File: config.mk
export PLATFORM = sky130hd
export DESIGN_NAME = serial_frame_tx
export DESIGN_NICKNAME = d
export VERILOG_FILES = /design/src/rtl/serial_frame_tx.sv
export SDC_FILE = /design/constraint.sdc
export NUM_CORES = 1
export LEC_CHECK = 0
export BUFFER_PORTS_ARGS = -buffer_cell sky130_fd_sc_hd__buf_2
export CAP_MARGIN = 20
export CORE_MARGIN = 1.5
export CORE_UTILIZATION = 30
export DETAILED_ROUTE_END_ITERATION = 12
export GPL_TIMING_DRIVEN = 0
export RECOVER_POWER = 25
export REMOVE_ABC_BUFFERS = 1
export SYNTH_ARGS = -nofsm -noshare
export SYNTH_HDL_FRONTEND = slang
export SYNTH_SLANG_ARGS = --single-unit
export TNS_END_PERCENT = 10
File: constraint.sdc
create_clock -name clk -period 2.8 [get_ports clk]
set_input_delay 0.28 -clock clk [delete_from_list [all_inputs] [get_ports clk]]
set_output_delay 0.28 -clock clk [all_outputs]
set_load 0.01 [all_outputs]
File: src/rtl/serial_frame_tx.sv
// serial_frame_tx: packs a parallel request (port, length, data) into a serial
// frame for the port-demux receiver. Line idles high; a frame is a 0 start bit,
// the port field MSB first, the length field MSB first, L payload bits LSB
// first, then MIN_IDLE high bits. Bits advance only on clkEn-qualified edges;
// requests are accepted on any clk edge while idle.
module serial_frame_tx #(
  parameter int PORT_W   = 2,
  parameter int LEN_W    = 4,
  parameter int DATA_W   = 16,
  parameter int MIN_IDLE = 1
) (
  input  logic              clk,
  input  logic              rst,
  input  logic              clkEn,
  input  logic              in_valid,
  output logic              in_ready,
  input  logic [PORT_W-1:0] in_port,
  input  logic [LEN_W-1:0]  in_len,
  input  logic [DATA_W-1:0] in_data,
  output logic              ser_out,
  output logic              busy,
  output logic              frame_done,
  output logic              len_err
);

  // bit_cnt must hold PORT_W-1, LEN_W-1 and the largest L-1 (2^LEN_W-2)
  localparam int PCNT_W = (PORT_W > 1) ? $clog2(PORT_W) : 1;
  localparam int CNT_W  = (PCNT_W > LEN_W) ? PCNT_W : LEN_W;
  localparam int GAP_W  = (MIN_IDLE > 1) ? $clog2(MIN_IDLE) : 1;

  if (DATA_W < (1 << LEN_W) - 1) begin : g_data_w_check
    $error("serial_frame_tx: DATA_W must be at least 2**LEN_W-1");
  end
  if (MIN_IDLE < 1) begin : g_min_idle_check
    $error("serial_frame_tx: MIN_IDLE must be at least 1");
  end

  typedef enum logic [2:0] {
    IDLE  = 3'd0,
    START = 3'd1,
    PORT  = 3'd2,
    LEN   = 3'd3,
    DATA  = 3'd4,
    GAP   = 3'd5
  } state_t;

  state_t             state;
  logic [CNT_W-1:0]   bit_cnt;
  logic [GAP_W-1:0]   gap_cnt;

  // Field holding registers; fields go out MSB first (port, len) or LSB first (data)
  logic [PORT_W-1:0]  port_sh;
  logic [LEN_W-1:0]   len_sh;
  logic [LEN_W-1:0]   len_val;
  logic [DATA_W-1:0]  data_sh;

  // Shifted views, so the next bit to drive is always a fixed bit position
  logic [PORT_W-1:0]  port_nx;
  logic [LEN_W-1:0]   len_nx;
  logic [DATA_W-1:0]  data_nx;

  logic               accept;

  // Ready only while idle and not being reset; purely a function of state and rst
  assign in_ready = (state == IDLE) && !rst;
  assign accept   = in_valid && in_ready;

  // Next-bit views of the field shift registers
  always_comb begin
    port_nx = port_sh << 1;
    len_nx  = len_sh << 1;
    data_nx = data_sh >> 1;
  end

  // Field registers: load on accept, shift on clkEn edges in the matching state
  always_ff @(posedge clk) begin
    if (accept) begin
      port_sh <= in_port;
      len_sh  <= in_len;
      len_val <= in_len;
      data_sh <= in_data;
    end else if (clkEn) begin
      case (state)
        PORT:    port_sh <= port_nx;
        LEN:     len_sh  <= len_nx;
        DATA:    data_sh <= data_nx;
        default: ;
      endcase
    end
  end

  // Frame FSM; ser_out is loaded with the bit belonging to the state being entered
  always_ff @(posedge clk) begin
    if (rst) begin
      state      <= IDLE;
      ser_out    <= 1'b1;
      busy       <= 1'b0;
      frame_done <= 1'b0;
      len_err    <= 1'b0;
      bit_cnt    <= '0;
      gap_cnt    <= '0;
    end else begin
      frame_done <= 1'b0;
      len_err    <= 1'b0;
      case (state)
        IDLE: begin
          ser_out <= 1'b1;
          if (accept) begin
            if (in_len == '0) begin
              // Empty payload: drop the request and flag it, line stays high
              len_err <= 1'b1;
            end else begin
              // Start bit appears from the next clk and holds until a clkEn edge
              state   <= START;
              ser_out <= 1'b0;
              busy    <= 1'b1;
            end
          end
        end

        START: begin
          if (clkEn) begin
            state   <= PORT;
            bit_cnt <= CNT_W'(PORT_W - 1);
            ser_out <= port_sh[PORT_W-1];
          end
        end

        PORT: begin
          if (clkEn) begin
            if (bit_cnt == '0) begin
              state   <= LEN;
              bit_cnt <= CNT_W'(LEN_W - 1);
              ser_out <= len_sh[LEN_W-1];
            end else begin
              bit_cnt <= bit_cnt - CNT_W'(1);
              ser_out <= port_nx[PORT_W-1];
            end
          end
        end

        LEN: begin
          if (clkEn) begin
            if (bit_cnt == '0) begin
              state   <= DATA;
              bit_cnt <= CNT_W'(len_val) - CNT_W'(1);
              ser_out <= data_sh[0];
            end else begin
              bit_cnt <= bit_cnt - CNT_W'(1);
              ser_out <= len_nx[LEN_W-1];
            end
          end
        end

        DATA: begin
          if (clkEn) begin
            if (bit_cnt == '0) begin
              state   <= GAP;
              gap_cnt <= GAP_W'(MIN_IDLE - 1);
              ser_out <= 1'b1;
            end else begin
              bit_cnt <= bit_cnt - CNT_W'(1);
              ser_out <= data_nx[0];
            end
          end
        end

        GAP: begin
          ser_out <= 1'b1;
          if (clkEn) begin
            if (gap_cnt == '0) begin
              state      <= IDLE;
              busy       <= 1'b0;
              frame_done <= 1'b1;
            end else begin
              gap_cnt <= gap_cnt - GAP_W'(1);
            end
          end
        end

        default: begin
          state   <= IDLE;
          ser_out <= 1'b1;
          busy    <= 1'b0;
        end
      endcase
    end
  end

endmodule

==> out/metrics.cfg <==
[synthesis]
syn_inst=205
syn-cell-area_mm2=0.00189
synth_edf_count=26
avgSynthCellArea_um2=9.21
synth_warnings=0
synth_seq_cells=37
seq_area_frac_synth=0.530
synth-main-ff-cell=edfxtp_1
async_flop_share=0
synth_cell_types=42

[floorplan]
initial_core_util=0.315
dieArea_mm2=0.00678
core-area_mm2=0.00599
fp.dieH_um=82.3
io_pins=31
die_x_um=82.3
core.rowCount=28

[cells_and_area]
final_cell_mix=nand2_1, edfxtp_1, buf_2
diodes=0
drive_above_1_share=0.159
area_growth_pct=16.9
layout.nets=261
fill_cells=611
final_cell_area_mm2=0.00221
final_common_cell=nand2_1

[critical_path]
cp.arrival_ns=2.44
cp-start-kind=flip-flop
cp.required_ns=2.80
crit_fanout=24
critPathKind=reg2reg
worst_setup_path_end_kind=flip-flop

[sta]
max_freq_mhz=410
fin_skew_ns=0.00539
hold_viol=0
max_slew_margin=0.479
fin_crit_sh=0.871
fin_hold_ws_ns=0.240
rsz0062_at_grt=no
slew_violations=0
finalSetupViolCount=0
period_needed_ns=2.44
final_critical_path_setup_slack_ns=0.362
finalSetupTns_ns=0
tightest_slew_ns=0.780

[global_routing]
overflow=0
grt_pass1_wl_mm=6.51
grtUsageTotal=0.128
grt_max_degree=25
grt_pass1_vias=1434
antenna_found_initial=0

[clocking]
clock_path_buffers=2
clk_latency_ns=0.29
path_clk_slew_ns=0.08
cts_tree=built
cts_hold_buf=0
cts.sinks=37
h-tree-depth=2
cts-root-buf=clkbuf_8
cts_made_buffers=5

[detailed_routing]
wire_per_inst_um=12.3
ant_nets=0
wl_mm=3.80
vias_per_cell=4.84
vias=1492
drt-pass1-iter-count=4
drt_iter0_drc=91
drc=0

[power]
combPwrFrac=0.163
peakVddDrop_v=0.000347
leakage_nw=0.894
swShare=0.275
p_switching_mw=0.378
total_power_mw=1.38
clkPwrFrac=0.341
p_seq_frac=0.496
p_int_mw=0.998
power_density_mw_per_mm2=623

[placement]
portBuffers=30
gp_congestion=0.799
place_hpwl_mm=2.65
place_area_mm2=0.00210
place_ws_ns=0.0879

[job]
drv_cap=0

[run_status]
outcome=finished clean

[min_path]
hold_class=in2reg

-- worst paths after layout --
kind                    from          to  slack (ns)  depth (start not counted)
setup / recovery    state[0]  data_sh[7]        0.36                          4
hold / removal    in_data[8]  data_sh[8]        0.24                          3
setup reg to reg    state[0]  data_sh[7]        0.36                          4
hold reg to reg         busy        busy        0.50                          2
-- timing repair --
item / 4_1_cts / 5_1_grt
setup buffers: 0 / 0
setup endpoints to repair: 0 / 34
resized for setup: 0 / 1
-- cell families after synthesis --
| group | after synthesis | synth area share |
|---|---|---|
| and+or+nand+nor | 99 | 0.242 |
| AOI/OAI and AO/OA | 41 | 0.141 |
| DFF | 37 | 0.530 |
| buffers and inverters | 20 | 0.0417 |
| xor gates and xnor gates | 3 | 0.0139 |
| adders and majority gates | 3 | 0.0199 |
| muxes | 2 | 0.0113 |
-- cells in the mapped netlist, types with 2 or more instances --
library cell,count,area [µm²]
o21ai_1,6,30.0
a21oi_1,8,40.0
nor3_1,5,25.0
inv_1,8,30.0
o211ai_1,2,15.0
nand4_1,3,18.8
xor2_1,2,17.5
and3_1,5,31.3
ha_1,3,37.5
nor2b_1,3,18.8
edfxtp_1,26,781
o31ai_1,5,37.5
clkbuf_1,8,30.0
nand2_1,65,244
a211oi_1,3,22.5
o21ai_0,4,20.0
o21a_1,2,15.0
dfxtp_1,11,220
nor2_1,8,30.0
or4_1,2,15.0
buf_2,3,15.0
a31oi_1,3,18.8
-- worst max-delay path, stage by stage (launching register included) --
cell and delay [ns]:
dfxtp_1 0.56, nor4_2 0.58, nand2_2 0.40, o31ai_2 0.28, buf_4 0.30
-- power by group through the flow --
stage	sequential, mW	combinational (mW)	clock, mW
after detailed placement	0.695	0.227	0
final	0.683	0.224	0.469
after CTS	0.682	0.229	0.481
after floorplan	0.686	0.152	0
after global placement	0.694	0.224	0
after global routing	0.690	0.258	0.503
-- layout make-up --
| type | count | area (µm²) | share of cell area |
|---|---|---|---|
| tap | 75 | 93.8 | 0.0425 |
| timing repair buffer | 31 | 148 | 0.0669 |
| sequential | 37 | 1000 | 0.454 |
| inverter | 9 | 33.8 | 0.0153 |
| clock buffer | 5 | 68.8 | 0.0312 |
| clock inverter | 3 | 46.3 | 0.0210 |
| multi-input combinational | 148 | 816 | 0.370 |
-- per-layer routing --
layer / wire [µm] / GRT usage
met5: 0 / 0
met4: 71 / 0.0627
met3: 187 / 0.0385
met2: 1670 / 0.196
met1: 1870 / 0.165
-- sequential cells by signal, indices dropped and copies added (netlist names) --
name        flops
bit_cnt         4
busy            1
data_sh        16
frame_done      1
len_err         1
len_sh          4
len_val         4
port_sh         2
ser_out         1
state           3
-- stage by stage --
| step | utilization | std cells |
|---|---|---|
| final | 0.368 | 308 |
| after global placement | 0.348 | 299 |
| after CTS | 0.370 | 308 |
| after global routing | 0.368 | 308 |
| after detailed placement | 0.350 | 300 |
| after floorplan | - | 194 |
Power figures use the tool's default switching activity.
